### config.mk
export PLATFORM = sky130hd
export DESIGN_NAME = i2c_slave_serial
export DESIGN_NICKNAME = d
export VERILOG_FILES = /design/src/rtl/i2c_slave_pkg.sv /design/src/rtl/i2c_line_filter.sv /design/src/rtl/i2c_slave_serial.sv
export SDC_FILE = /design/constraint.sdc
export NUM_CORES = 1
export LEC_CHECK = 0
export BUFFER_PORTS_ARGS = -buffer_cell sky130_fd_sc_hd__buf_2
export CAP_MARGIN = 5
export CORE_MARGIN = 3
export CORE_UTILIZATION = 55
export DETAILED_ROUTE_END_ITERATION = 16
export GPL_TIMING_DRIVEN = 0
export PLACE_DENSITY = 0.76
export SKIP_LAST_GASP = 1
export SLEW_MARGIN = 15
export SYNTH_ARGS = -nofsm -noshare
export SYNTH_HDL_FRONTEND = slang
export SYNTH_SLANG_ARGS = --single-unit
### constraint.sdc
create_clock -name clk -period 5.2 [get_ports clk]
set_input_delay 0.52 -clock clk [delete_from_list [all_inputs] [get_ports clk]]
set_output_delay 0.52 -clock clk [all_outputs]
set_load 0.02 [all_outputs]
### src/rtl/i2c_slave_pkg.sv
// Shared definitions for the I2C slave engine: FSM encoding and default
// device address / debounce length.
package i2c_slave_pkg;

   localparam logic [6:0] DEV_ADDR_DEF = 7'h50;
   localparam int         DEB_LEN_DEF  = 3;

   typedef enum logic [3:0] {
      ST_IDLE,
      ST_RX_DEVADDR,
      ST_ACK_DEV,
      ST_RX_REGADDR,
      ST_ACK_REG,
      ST_RX_DATA,
      ST_ACK_DATA,
      ST_TX_DATA,
      ST_RX_MACK
   } state_e;

endpackage

### src/rtl/i2c_line_filter.sv
// Two-flop synchroniser plus DEB_LEN debounce for one I2C pin, with
// one-clock rise/fall pulses on the filtered level.
module i2c_line_filter
   import i2c_slave_pkg::*;
#(
   parameter int DEB_LEN = DEB_LEN_DEF
) (
   input  logic clk,
   input  logic rst_n,
   input  logic line_i,
   output logic level_o,
   output logic rise_o,
   output logic fall_o
);

   localparam int            CW       = (DEB_LEN > 1) ? $clog2(DEB_LEN) : 1;
   localparam logic [CW-1:0] CNT_LAST = CW'(DEB_LEN - 1);

   logic          sync1_q, sync2_q;
   logic          filt_q, filt_d;
   logic          filt_dly_q;
   logic [CW-1:0] cnt_q, cnt_d;

   // The level only moves after DEB_LEN consecutive samples disagree with it.
   always_comb begin
      filt_d = filt_q;
      cnt_d  = '0;
      if (sync2_q != filt_q) begin
         if (cnt_q == CNT_LAST) begin
            filt_d = sync2_q;
         end else begin
            cnt_d = cnt_q + 1'b1;
         end
      end
   end

   always_ff @(posedge clk or negedge rst_n) begin
      if (!rst_n) begin
         sync1_q    <= 1'b1;
         sync2_q    <= 1'b1;
         filt_q     <= 1'b1;
         filt_dly_q <= 1'b1;
         cnt_q      <= '0;
      end else begin
         sync1_q    <= line_i;
         sync2_q    <= sync1_q;
         filt_q     <= filt_d;
         filt_dly_q <= filt_q;
         cnt_q      <= cnt_d;
      end
   end

   assign level_o = filt_q;
   assign rise_o  = filt_q & ~filt_dly_q;
   assign fall_o  = ~filt_q & filt_dly_q;

endmodule

### src/rtl/i2c_slave_serial.sv
// I2C slave bit engine: START/STOP detection, device address match, byte
// shifting and an auto-incrementing register pointer for a register file.
module i2c_slave_serial
   import i2c_slave_pkg::*;
#(
   parameter logic [6:0] DEV_ADDR = DEV_ADDR_DEF,
   parameter int         DEB_LEN  = DEB_LEN_DEF
) (
   input  logic       clk,
   input  logic       rst_n,
   input  logic       sclIn,
   input  logic       sdaIn,
   output logic       sdaPullLow,
   output logic [7:0] regAddr,
   output logic [7:0] dataToReg,
   output logic       writeEn,
   input  logic [7:0] dataFromReg,
   output logic       busy
);

   logic scl_lvl, scl_rise, scl_fall;
   logic sda_lvl, sda_rise, sda_fall;

   i2c_line_filter #(.DEB_LEN(DEB_LEN)) u_scl_filt (
      .clk     (clk),
      .rst_n   (rst_n),
      .line_i  (sclIn),
      .level_o (scl_lvl),
      .rise_o  (scl_rise),
      .fall_o  (scl_fall)
   );

   i2c_line_filter #(.DEB_LEN(DEB_LEN)) u_sda_filt (
      .clk     (clk),
      .rst_n   (rst_n),
      .line_i  (sdaIn),
      .level_o (sda_lvl),
      .rise_o  (sda_rise),
      .fall_o  (sda_fall)
   );

   state_e     state_q, state_d;
   logic [3:0] bit_cnt_q, bit_cnt_d;
   logic [7:0] shift_q, shift_d;
   logic       rw_q, rw_d;
   logic       nack_q, nack_d;
   logic       pull_q, pull_d;
   logic [7:0] reg_addr_q, reg_addr_d;
   logic [7:0] data_q, data_d;
   logic       we_q, we_d;
   logic       busy_q, busy_d;

   logic start_det, stop_det, byte_done, addr_match;

   assign start_det  = sda_fall & scl_lvl;
   assign stop_det   = sda_rise & scl_lvl;
   assign byte_done  = (bit_cnt_q == 4'd8);
   assign addr_match = (shift_q[7:1] == DEV_ADDR);

   always_ff @(posedge clk or negedge rst_n) begin
      if (!rst_n) begin
         state_q    <= ST_IDLE;
         bit_cnt_q  <= 4'd0;
         shift_q    <= 8'h00;
         rw_q       <= 1'b0;
         nack_q     <= 1'b0;
         pull_q     <= 1'b0;
         reg_addr_q <= 8'h00;
         data_q     <= 8'h00;
         we_q       <= 1'b0;
         busy_q     <= 1'b0;
      end else begin
         state_q    <= state_d;
         bit_cnt_q  <= bit_cnt_d;
         shift_q    <= shift_d;
         rw_q       <= rw_d;
         nack_q     <= nack_d;
         pull_q     <= pull_d;
         reg_addr_q <= reg_addr_d;
         data_q     <= data_d;
         we_q       <= we_d;
         busy_q     <= busy_d;
      end
   end

   // START/STOP win over bit activity in every state.
   always_comb begin
      state_d = state_q;
      if (stop_det) begin
         state_d = ST_IDLE;
      end else if (start_det) begin
         state_d = ST_RX_DEVADDR;
      end else if (scl_fall) begin
         case (state_q)
            ST_RX_DEVADDR: if (byte_done) state_d = addr_match ? ST_ACK_DEV : ST_IDLE;
            ST_ACK_DEV:    state_d = rw_q ? ST_TX_DATA : ST_RX_REGADDR;
            ST_RX_REGADDR: if (byte_done) state_d = ST_ACK_REG;
            ST_ACK_REG:    state_d = ST_RX_DATA;
            ST_RX_DATA:    if (byte_done) state_d = ST_ACK_DATA;
            ST_ACK_DATA:   state_d = ST_RX_DATA;
            ST_TX_DATA:    if (byte_done) state_d = ST_RX_MACK;
            ST_RX_MACK:    state_d = nack_q ? ST_IDLE : ST_TX_DATA;
            default:       state_d = state_q;
         endcase
      end
   end

   always_comb begin
      bit_cnt_d  = bit_cnt_q;
      shift_d    = shift_q;
      rw_d       = rw_q;
      nack_d     = nack_q;
      pull_d     = pull_q;
      reg_addr_d = reg_addr_q;
      data_d     = data_q;
      we_d       = 1'b0;
      busy_d     = busy_q;

      // Pointer advances on the clock following each write strobe.
      if (we_q) reg_addr_d = reg_addr_q + 8'd1;

      if (stop_det) begin
         pull_d = 1'b0;
         busy_d = 1'b0;
      end else if (start_det) begin
         bit_cnt_d = 4'd0;
         pull_d    = 1'b0;
      end else if (scl_rise) begin
         case (state_q)
            ST_RX_DEVADDR, ST_RX_REGADDR, ST_RX_DATA: begin
               shift_d   = {shift_q[6:0], sda_lvl};
               bit_cnt_d = bit_cnt_q + 4'd1;
            end
            ST_RX_MACK: nack_d = sda_lvl;
            default: ;
         endcase
      end else if (scl_fall) begin
         case (state_q)
            ST_RX_DEVADDR: begin
               if (byte_done) begin
                  bit_cnt_d = 4'd0;
                  if (addr_match) begin
                     pull_d = 1'b1;
                     busy_d = 1'b1;
                     rw_d   = shift_q[0];
                  end else begin
                     busy_d = 1'b0;
                  end
               end
            end
            ST_ACK_DEV, ST_RX_MACK: begin
               // Both lead into a read byte unless it is a write or a master NACK.
               bit_cnt_d = 4'd0;
               pull_d    = 1'b0;
               if (state_q == ST_RX_MACK && nack_q) begin
                  busy_d = 1'b0;
               end else if (state_q == ST_RX_MACK || rw_q) begin
                  shift_d   = dataFromReg;
                  pull_d    = ~dataFromReg[7];
                  bit_cnt_d = 4'd1;
               end
            end
            ST_RX_REGADDR: begin
               if (byte_done) begin
                  pull_d     = 1'b1;
                  reg_addr_d = shift_q;
                  bit_cnt_d  = 4'd0;
               end
            end
            ST_ACK_REG, ST_ACK_DATA: begin
               pull_d    = 1'b0;
               bit_cnt_d = 4'd0;
            end
            ST_RX_DATA: begin
               if (byte_done) begin
                  pull_d    = 1'b1;
                  data_d    = shift_q;
                  we_d      = 1'b1;
                  bit_cnt_d = 4'd0;
               end
            end
            ST_TX_DATA: begin
               if (byte_done) begin
                  pull_d     = 1'b0;
                  reg_addr_d = reg_addr_q + 8'd1;
                  bit_cnt_d  = 4'd0;
               end else begin
                  shift_d   = {shift_q[6:0], 1'b0};
                  pull_d    = ~shift_q[6];
                  bit_cnt_d = bit_cnt_q + 4'd1;
               end
            end
            default: ;
         endcase
      end
   end

   assign sdaPullLow = pull_q;
   assign regAddr    = reg_addr_q;
   assign dataToReg  = data_q;
   assign writeEn    = we_q;
   assign busy       = busy_q;

endmodule

==> out/qor.txt, run 1 <==
Final Slew Violations -> 0
Total routed wirelength -> 6350 um
IR Drop Worst-Case VDD -> 281 uV
Synthesis-stage register bit count -> 49
Post-synthesis instance total -> 276
Reg-to-reg setup timing slack -> 2510 ps
Worst flop-to-flop path startpoint -> u_scl_filt.level_o
Clock Sink Count -> 49
Critical path endpoint category -> register
Critical path peak fanout -> 10
Count of flip-flops with a built-in enable after synthesis -> 0
Compound-cell area share of the yosys netlist -> 18.0%
Starting density of the core -> 58.4%
Synth Area in Simple Gates -> 18.3%
Highest attainable clock frequency -> 372 MHz
Clock input transition at the sequential cells of the worst setup and hold paths -> 90 ps
Total via count in the routed design -> 2312
Cell chain of the critical path -> clkbuf_1 > inv_1 > ha_1 > nand4b_1 > a211o_1 > clkbuf_1 > o21a_1 > o21bai_1 > a32o_1
Final critical-path required period -> 2690 ps
Number of antenna repair diodes -> 0
Measured slew at the worst slew-check pin -> 1060 ps
Final net count -> 331
Power per unit of standard cell area -> 413 nW/um^2
Buffers plus inverters on the worst setup path -> 3
Vias per cell -> 6.07
Residual DRC -> 0
Sum of internal, switching and leakage power -> 1.31 mW
Mean instance size in the synthesized netlist -> 10.3 sq um
Post-Route Setup TNS -> 0 ps
Placed cells -> 373
Number of hold violations in the final report -> 0
Final estimated routing congestion in global placement -> 0.904
Final Instance Area -> 3180 sq um
Post-Syn Nets -> 294
Routed length per instance -> 16.7 um
CTS tree -> yes
Share of the core filled with cells -> 65.5%
Total overflow reported by the global router -> 0
Core Box Area -> 4850 sq um
Unique masters post-synth -> 66
Path class of the lowest-slack min-delay path -> in2reg
Placed inst area -> 3070 sq um
Number of antenna violations at the first check in global routing -> 0
Setup Buffers After CTS -> 0
Clock Tree Root -> clkbuf_8
Setup skew after layout -> 9.37 ps
Adder and majority gate portion of the synthesized area -> 2.65%
Critical path's slowest cell -> dfstp_2
Worst min-delay path startpoint -> sclIn
Final setup fails -> 0
Post-detail-place hpwl -> 4560 um
Outcome -> finished, final reports clean
Count of boundary I/O pins -> 31
MaxCap Viol Count -> 0
Share of synthesized flip-flops with an asynchronous set or reset -> 100%
Antenna violation net count after detailed routing -> 0
Mux cell area share after synthesis -> 9.81%
Hold Path End -> u_scl_filt.sync1_q
Drt first-iter violations -> 244
Chip Height -> 77.8 um
Required time of the critical path -> 5380 ps
Largest net degree at the start of global routing -> 50
Share of the cycle needed by the critical path after routing -> 51.7%
Worst slew margin relative to its limit -> 29.5%
Reg2reg end -> regAddr[6]
Wire length of the first global-routing pass -> 10800 um
Standby leakage power -> 1.49 nW
Post-route insts no fill -> 381
Layout cells sized above 1 -> 25.2%
Total die area -> 6050 sq um
Number of gates resized after cts -> 0
PnR worst setup slack -> 2510 ps
Kind of start point of the critical path -> register
Hold Path Depth -> 1
Clock latency of the later-clocked register in the worst-skew pair -> 300 ps
Placement row count -> 25
Combinational family with the most area after synthesis -> simple AND/OR/NAND/NOR gates
Arrival time at the worst endpoint -> 2870 ps
Critical Path Max Stage Delay -> 550 ps
Worst R2R Path Depth -> 9
Worst-case setup slack after placement -> 2550 ps
Quantity of I/O buffers inserted on ports -> 30
Sequential fraction of the synthesis area -> 43.7%
XOR/XNOR Fraction of Synth Area -> 3.71%
All-Layer GR Usage -> 22.1%
Mapped cell area -> 2830 sq um
Maximum clock insertion buffer count -> 2
Worst hold margin -> 318 ps
Main synth FF type -> dfrtp_1
Yosys warns -> 0
Kind of cell with the highest combined delay on the critical path -> buffers and inverters
Critical path class -> reg2reg
Initial DRT Pass Iterations -> 4
Die Width -> 77.8 um
Area delta synth->final -> 12.2%
Number of H-tree branching levels -> 2
Number of hold buffers added after CTS -> 0
TritonCTS Buffers -> 5
Via count of the first global-routing pass -> 2149
RSZ-0062 raised after global routing -> false
Most frequent cell on the critical path -> clkbuf_1
-- final cells by class --
type | instances | area [sq um]
fill | 396 | 1670
multi-input combinational | 204 | 1490
sequential | 49 | 1240
timing repair buffer | 30 | 150
tap | 67 | 83.8
buffer | 15 | 80.1
clock buffer | 6 | 72.6
clock inverter | 2 | 38.8
inverter | 8 | 30.0
-- how the worst max path moves through the flow --
stage                       start         end  cells past startpoint
2_1_floorplan  u_scl_filt.level_o  regAddr[7]                      9
3_3_place_gp   u_scl_filt.level_o  regAddr[7]                      9
3_5_place_dp   u_scl_filt.level_o  regAddr[6]                      9
4_1_cts        u_scl_filt.level_o  regAddr[6]                      9
5_1_grt        u_scl_filt.level_o  regAddr[6]                      9
6_report       u_scl_filt.level_o  regAddr[6]                      9
-- state kept, by name, indices dropped and copies added, names as in the netlist, 2 cells and up --
register and cells:
bit_cnt_q 4, dataToReg 8, regAddr 8, shift_q 8
state_q 4, u_scl_filt.cnt_q 2, u_sda_filt.cnt_q 2
-- synth_stat cells (3+ instances only) --
library cell	instances	area share [%]
o21bai_1	3	0.80
o21ai_2	3	0.93
nand2b_1	5	1.1
mux2i_1	12	4.2
nor3_1	11	1.9
dfrtp_1	41	36
nand2_1	20	2.7
xnor2_1	3	0.93
nand3b_1	3	0.80
nor2b_1	4	0.88
inv_1	8	1.1
o21ai_1	5	0.88
clkbuf_1	4	0.53
nand3_1	9	1.6
and3b_1	4	1.2
nor2_1	10	1.3
ha_1	6	2.7
a211o_1	3	0.93
dfstp_2	8	7.4
xor2_1	9	2.8
nor3b_1	3	0.80
o22ai_1	4	0.88
mux2_2	14	5.6
and2_1	3	0.66
a21oi_1	12	2.1
a22oi_1	4	1.1
buf_2	6	1.1
o21ai_0	11	1.9
-- cell usage in the layout, fill, tap and decap left out, types with 9 or more instances in the layout --
master	n
mux2i_1	12
nor2_1	10
buf_2	36
xor2_1	9
nand3_1	9
nor3_1	11
o21ai_0	11
a21oi_1	12
dfrtp_1	41
nand2_1	20
mux2_2	14
-- cells by family (layout without fill, tap and decap cells) --
kind of cell	after synthesis	after routing
AND/OR/NAND/NOR	89	89
AO/OA/AOI/OAI	71	71
flip-flops	49	49
multiplexers	26	26
buffers and inverters	23	61
XOR/XNOR	12	12
adder cells (fa/ha/maj)	6	6
-- report_power, final --
part           leakage, nW  internal, mW  switching [mW]
registers            0.636         0.468          0.0848
clock network       0.0554         0.145           0.127
logic                0.802         0.206           0.281
-- layer usage --
layer | GRT usage (%) | vias to the layer above | share of wire [%] | wire length, um
met3 | 3.25 | 6 | 6.0 | 383
met4 | 6.94 | 0 | 1.0 | 66
li1 | - | 1098 | - | -
met5 | 0 | - | 0 | 0
met2 | 32.4 | 87 | 45 | 2850
met1 | 33.6 | 1121 | 48 | 3050
Note: power is estimated with default switching activity, not from simulation.
==> inputs of run 2 (changes only) <==
--- a/config.mk
+++ b/config.mk
@@ -8,7 +8,7 @@
 export BUFFER_PORTS_ARGS = -buffer_cell sky130_fd_sc_hd__buf_2
 export CAP_MARGIN = 5
 export CORE_MARGIN = 3
-export CORE_UTILIZATION = 55
+export CORE_UTILIZATION = 53
 export DETAILED_ROUTE_END_ITERATION = 16
 export GPL_TIMING_DRIVEN = 0
 export PLACE_DENSITY = 0.76
==> constraint.sdc (replaced) <==
create_clock -name clk -period 2.2 [get_ports clk]
set_input_delay 0.22 -clock clk [delete_from_list [all_inputs] [get_ports clk]]
set_output_delay 0.22 -clock clk [all_outputs]
set_load 0.02 [all_outputs]
==> out/qor.txt, run 2 (synthesis results as in run 1) <==
Initial DRT Pass Iterations -> 6 (+2)
Quantity of I/O buffers inserted on ports -> 30 (unchanged)
Outcome -> finished, final reports clean
Leading cell type in the layout, fill and taps excluded -> dfrtp_1
IR Drop Worst-Case VDD -> 700 uV (+150%)
Standby leakage power -> 1.53 nW (+2.6%)
Sum of internal, switching and leakage power -> 3.12 mW (+140%)
Worst-case setup slack after placement -> -383 ps (-2930 ps)
Worst slew margin relative to its limit -> 59.4% (+30 points)
Setup skew after layout -> 7.86 ps (-1.51 ps)
Routed length per instance -> 17.6 um (+5.8%)
Highest attainable clock frequency -> 470 MHz (+26%)
Total via count in the routed design -> 2375 (+2.7%)
Layout cells sized above 1 -> 28.7% (+3.6 points)
Number of hold violations in the final report -> 0 (unchanged)
Final net count -> 337 (+1.8%)
Largest net degree at the start of global routing -> 50 (unchanged)
Clock input transition at the sequential cells of the worst setup and hold paths -> 90 ps (about the same)
Worst hold margin -> 198 ps (-121 ps)
Chip Height -> 79.1 um (+1.7%)
Starting density of the core -> 57.3% (-1.1 points)
Count of boundary I/O pins -> 31 (unchanged)
Critical path peak fanout -> 10 (unchanged)
CTS tree -> yes
Final critical-path required period -> 2130 ps (-559 ps)
Post-Route Setup TNS -> 0 ps (unchanged)
Vias per cell -> 6.14 (+1.1%)
Path class of the lowest-slack min-delay path -> in2reg
MaxCap Viol Count -> 0 (unchanged)
PnR worst setup slack -> 70.9 ps (-2440 ps)
Area delta synth->final -> 14.9%
Total routed wirelength -> 6820 um (+7.4%)
Clock latency of the later-clocked register in the worst-skew pair -> 310 ps (about the same)
Final Slew Violations -> 0 (unchanged)
Power per unit of standard cell area -> 959 nW/um^2 (+130%)
RSZ-0062 raised after global routing -> true
Share of the core filled with cells -> 65.8% (+0.30 points)
Total die area -> 6260 sq um (+3.5%)
Number of antenna violations at the first check in global routing -> 0 (unchanged)
Final setup fails -> 0 (unchanged)
Residual DRC -> 0 (unchanged)
Post-detail-place hpwl -> 4800 um (+5.2%)
All-Layer GR Usage -> 23.6% (+1.5 points)
Clock Tree Root -> clkbuf_8
Arrival time at the worst endpoint -> 2320 ps (-550 ps)
Share of the cycle needed by the critical path after routing -> 96.8% (+45 points)
Reg-to-reg setup timing slack -> 70 ps (-2440 ps)
TritonCTS Buffers -> 5 (unchanged)
Total overflow reported by the global router -> 0 (unchanged)
Fillers -> 407 (+2.8%)
Final estimated routing congestion in global placement -> 0.957 (+5.8%)
Core Box Area -> 4940 sq um (+1.9%)
Placement row count -> 25 (unchanged)
Number of H-tree branching levels -> 2 (unchanged)
Number of antenna repair diodes -> 0 (unchanged)
Wire length of the first global-routing pass -> 11500 um (+6.8%)
Highest-count cells in the layout ignoring fill and taps -> 41 x dfrtp_1, 36 x buf_2, 20 x nand2_1
Required time of the critical path -> 2390 ps (-2990 ps)
Clock Sink Count -> 49 (unchanged)
Antenna violation net count after detailed routing -> 0 (unchanged)
Maximum clock insertion buffer count -> 2 (unchanged)
Critical path endpoint category -> register
Measured slew at the worst slew-check pin -> 609 ps (-448 ps)
Critical path class -> reg2reg
Via count of the first global-routing pass -> 2263 (+5.3%)
Drt first-iter violations -> 242 (-0.82%)
Die Width -> 79.1 um (+1.7%)
Kind of start point of the critical path -> register
## run 2: cell count changes in the layout (fill, tap and decap cells not counted), moves of 2 or more
cell           before  now
clkbuf_1            5    1
o21ai_1             5    7
buf_4               2    8
o21ai_0            11    9
dlygate4sd3_1       0    3
## run 2: final timing paths
| kind | start | endpoint | cells past startpoint |
|---|---|---|---|
| worst max-delay path | u_scl_filt.level_o | regAddr[7] | 9 |
| worst min-delay path | dataFromReg[4] | shift_q[4] | 3 |
| worst max register to register | u_scl_filt.level_o | regAddr[7] | 9 |
| worst min register to register | u_scl_filt.sync1_q | u_scl_filt.sync2_q | 0 |
| max in group asynchronous | rst_n | state_q[3] | 2 |
| min in group asynchronous | rst_n | nack_q | 2 |
## run 2: worst max-delay path: stages, from the launching register on
cell	delay (ps)
dfstp_2	550
buf_4	160
inv_2	60
ha_1	220
nand4b_1	130
a211o_1	210
clkbuf_8	200
o21a_1	150
o21bai_1	80
a32o_1	250
## run 2: power breakdown
| part | leakage (nW) | internal [mW] | switching [mW] | total (mW) |
|---|---|---|---|---|
| Clock | 0.0445 | 0.226 | 0.327 | 0.554 |
| Combinational | 0.852 | 0.544 | 0.704 | 1.25 |
| Sequential | 0.636 | 1.11 | 0.211 | 1.32 |
## run 2: layout make-up
| class | instances | area (sq um) | share of cell area (%) |
|---|---|---|---|
| buffer | 14 | 91.3 | 2.81 |
| clock buffer | 5 | 68.8 | 2.12 |
| clock inverter | 3 | 21.3 | 0.654 |
| inverter | 8 | 30.0 | 0.923 |
| multi-input combinational | 204 | 1510 | 46.4 |
| sequential | 49 | 1240 | 38.0 |
| tap | 67 | 83.8 | 2.58 |
| timing repair buffer | 37 | 213 | 6.54 |
## run 2: what timing repair did
action / in CTS / in global routing
resized for setup: 9 / 6
buffers inserted: 2 / 2
hold buffers: 0 / 3
endpoints found under the setup margin: 28 / 18
pin swaps: 1 / 3
cloned: 0 / 0
endpoints found under the hold margin: 0 / 43
## run 2: per-layer routing
metal | wire length, um | global-route usage [%]
met1 | 3060 | 35.0
met3 | 543 | 4.76
met4 | 135 | 8.25
met5 | 0 | 0
met2 | 3080 | 34.3
## run 2: metrics by stage
step	instances	instance area [sq um]
2_1_floorplan	276	2830
4_1_cts	382	3200
3_3_place_gp	373	3070
3_5_place_dp	373	3070
6_report	387	3250
5_1_grt	387	3250
==> inputs of run 3 (changes only) <==
--- a/config.mk
+++ b/config.mk
@@ -5,13 +5,17 @@
 export SDC_FILE = /design/constraint.sdc
 export NUM_CORES = 1
 export LEC_CHECK = 0
+export ABC_AREA = 1
 export BUFFER_PORTS_ARGS = -buffer_cell sky130_fd_sc_hd__buf_2
 export CAP_MARGIN = 5
+export CELL_PAD_IN_SITES_DETAIL_PLACEMENT = 0
+export CELL_PAD_IN_SITES_GLOBAL_PLACEMENT = 1
 export CORE_MARGIN = 3
-export CORE_UTILIZATION = 53
+export CORE_UTILIZATION = 39
 export DETAILED_ROUTE_END_ITERATION = 16
 export GPL_TIMING_DRIVEN = 0
-export PLACE_DENSITY = 0.76
+export PLACE_DENSITY_LB_ADDON = 0.1
+export SKIP_CTS_REPAIR_TIMING = 1
 export SKIP_LAST_GASP = 1
 export SLEW_MARGIN = 15
 export SYNTH_ARGS = -nofsm -noshare
==> out/qor.txt, run 3 <==
Mapped cell area -> 2990 sq um (+5.7%)
Number of antenna violations at the first check in global routing -> 0 (unchanged)
Vias per cell -> 4.96 (-19%)
Power share of the clock group -> 15.1% (-2.7 points)
Clock latency of the later-clocked register in the worst-skew pair -> 310 ps (about the same)
Area delta synth->final -> 13.6%
Outcome -> finished, final reports clean
Worst-case setup slack after placement -> 137 ps (+520 ps)
Total overflow reported by the global router -> 0 (unchanged)
Initial DRT Pass Iterations -> 4 (-2)
Residual DRC -> 0 (unchanged)
Synth Area in Simple Gates -> 35.6% (+17 points)
Critical Path Max Stage Delay -> 570 ps (+20 ps)
Highest attainable clock frequency -> 515 MHz (+9.6%)
Placement row count -> 31 (+24%)
Clock Tree Root -> clkbuf_8
Mux cell area share after synthesis -> 0.710% (-9.1 points)
XOR/XNOR Fraction of Synth Area -> 2.63% (-1.1 points)
Adder and majority gate portion of the synthesized area -> 2.51% (-0.14 points)
Synthesis-stage register bit count -> 49 (unchanged)
Total internal power -> 2.03 mW (+7.9%)
Antenna violation net count after detailed routing -> 0 (unchanged)
Area share of the leading cell type in the synthesized netlist -> 34.3% (-2.0 points)
Placed cells -> 519 (+39%)
Post-Route Setup TNS -> 0 ps (unchanged)
Count of boundary I/O pins -> 31 (unchanged)
Path class of the lowest-slack min-delay path -> in2reg
Worst slew margin relative to its limit -> 57.5% (-1.9 points)
Critical path's slowest cell -> dfstp_2
Final Instance Area -> 3400 sq um (+4.6%)
Number of hold violations in the final report -> 0 (unchanged)
Layout cells sized above 1 -> 22.3% (-6.5 points)
Share of synthesized flip-flops with an asynchronous set or reset -> 100% (unchanged)
Chip Height -> 93.6 um (+18%)
Quantity of I/O buffers inserted on ports -> 30 (unchanged)
Number of antenna repair diodes -> 0 (unchanged)
Maximum clock insertion buffer count -> 2 (unchanged)
Total die area -> 8760 sq um (+40%)
Kind of cell with the highest combined delay on the critical path -> flip-flops
Combinational family with the most area after synthesis -> simple AND/OR/NAND/NOR gates
Post-detail-place hpwl -> 5440 um (+13%)
Routed length per instance -> 13.7 um (-22%)
Power per unit of standard cell area -> 1130 nW/um^2 (+17%)
Clock Sink Count -> 49 (unchanged)
Count of flip-flops with a built-in enable after synthesis -> 0 (unchanged)
Post-route insts no fill -> 530 (+37%)
Most numerous cell types in the synthesized netlist -> 114 x nand2_1, 41 x dfrtp_1, 39 x inv_1
Drt first-iter violations -> 122 (-50%)
Arrival time at the worst endpoint -> 2140 ps (-180 ps)
Unique masters post-synth -> 34 (-48%)
Fillers -> 792 (+95%)
Main synth FF type -> dfrtp_1
TritonCTS Buffers -> 5 (unchanged)
Highest-count cells in the layout ignoring fill and taps -> 114 x nand2_1, 41 x dfrtp_1, 38 x inv_1
Die Width -> 93.6 um (+18%)
Critical path class -> reg2reg
Post-synthesis instance total -> 390 (+41%)
PnR worst setup slack -> 258 ps (+187 ps)
Share of the core filled with cells -> 46.2% (-20 points)
Critical path peak fanout -> 6 (-4)
Clock input transition at the sequential cells of the worst setup and hold paths -> 100 ps (about the same)
Core Box Area -> 7370 sq um (+49%)
Measured slew at the worst slew-check pin -> 637 ps (+28.5 ps)
All-Layer GR Usage -> 17.9% (-5.6 points)
Required time of the critical path -> 2400 ps (about the same)
Top cell type by total area after synthesis -> dfrtp_1
Share of the cycle needed by the critical path after routing -> 88.3% (-8.5 points)
Compound-cell area share of the yosys netlist -> 9.86% (-8.1 points)
Mean instance size in the synthesized netlist -> 7.68 sq um (-25%)
Via count of the first global-routing pass -> 2450 (+8.3%)
Sequential fraction of the synthesis area -> 41.3% (-2.4 points)
RSZ-0062 raised after global routing -> false
Final net count -> 448 (+33%)
Total routed wirelength -> 7280 um (+6.6%)
Critical path endpoint category -> register
Cell chain of the critical path -> inv_1 > ha_1 > inv_2 > nand2_1 > nor2_2 > nand4_1 > inv_2 > o22ai_1
Largest cells by area after synthesis -> dfrtp_1 34%, nand2_1 14%, dfstp_2 7.0%
Combinational share of power -> 50.5% (+10 points)
Standby leakage power -> 1.76 nW (+15%)
Placed inst area -> 3270 sq um (+6.6%)
Final critical-path required period -> 1940 ps (-187 ps)
Wire length of the first global-routing pass -> 12500 um (+8.0%)
Final setup fails -> 0 (unchanged)
Net switching component of the power -> 1.81 mW (+45%)
Total via count in the routed design -> 2631 (+11%)
Switching fraction of total power -> 47.1% (+7.3 points)
Starting density of the core -> 40.6% (-17 points)
Largest net degree at the start of global routing -> 50 (unchanged)
IR Drop Worst-Case VDD -> 617 uV (-12%)
Kind of start point of the critical path -> register
Sequential fraction of design power -> 34.4% (-7.8 points)
Number of H-tree branching levels -> 2 (unchanged)
CTS tree -> yes
Final Slew Violations -> 0 (unchanged)
Final estimated routing congestion in global placement -> 0.865 (-9.6%)
Yosys warns -> 0 (unchanged)
Post-Syn Nets -> 408 (+39%)
Leading cell type in the layout, fill and taps excluded -> nand2_1
Top-count cell post-synth -> nand2_1
Most frequent cell on the critical path -> inv_2
Buffers plus inverters on the worst setup path -> 3 (unchanged)
Setup skew after layout -> 11.0 ps (+3.17 ps)
MaxCap Viol Count -> 0 (unchanged)
==> run 3: cell types whose count changed after synthesis, moves of 9 or more <==
cell / delta
nand2_1: +94
inv_1: +31
nand3_1: +24
nor2_1: +17
mux2_2: -13
o21ai_0: +13
mux2i_1: -11
nand2_2: +9
==> run 3: worst paths after layout <==
| kind | from | end | slack (ps) | cells after the start |
|---|---|---|---|---|
| max | u_scl_filt.filt_dly_q | regAddr[3] | 260 | 8 |
| min | dataFromReg[3] | shift_q[3] | 280 | 5 |
| max reg2reg | u_scl_filt.filt_dly_q | regAddr[3] | 260 | 8 |
| min reg2reg | u_scl_filt.sync1_q | u_scl_filt.sync2_q | 360 | 0 |
| max in group asynchronous | rst_n | bit_cnt_q[1] | 1290 | 2 |
| min in group asynchronous | rst_n | regAddr[4] | 460 | 2 |
==> run 3: metrics by stage <==
| stage | hold WS, ps | power (mW) |
|---|---|---|
| detailed placement | 327 | 3.28 |
| global placement | 327 | 3.27 |
| CTS | 0.798 | 3.87 |
| global route | 315 | 4.20 |
| finish | 283 | 3.83 |
| floorplan | -75.6 | 2.82 |
==> run 3: cells by family after synthesis <==
logic type      count (synthesis)
fa+ha+maj                       6
flops                          49
mux                             2
compound gates                 53
simple gates                  219
xor+xnor                        9
buf+inv                        52
==> run 3: cell type report <==
cell class	count	area, sq um	share of cell area [%]
plain buffers	6	50.0	1.47
inverters	46	173	5.08
clock buffers	6	82.6	2.43
repair buffers	33	183	5.37
clock inverters	2	13.8	0.405
multi-input cells	289	1540	45.3
flip-flops and latches	49	1240	36.3
well taps	99	124	3.64
==> run 3: routing by layer <==
layer,up-vias,global-route usage [%],share of wire (%)
li1,1339,-,-
met1,1236,27.4,51
met2,51,26.6,43
met3,5,3.22,5.0
met4,0,3.25,0.80
met5,-,0,0
==> run 3: worst min-delay path: stages <==
cell     delay (ps)
buf_2            80
nor2_2           40
a21oi_2          90
nand3_1          80
nand2_1          60
==> run 3: power by group through the flow <==
stage	Combinational [mW]	Clock, mW	Sequential (mW)
finish	1.93	0.578	1.32
global route	2.20	0.643	1.36
CTS	1.95	0.598	1.32
detailed placement	1.94	0	1.34
global placement	1.93	0	1.34
floorplan	1.52	0	1.30
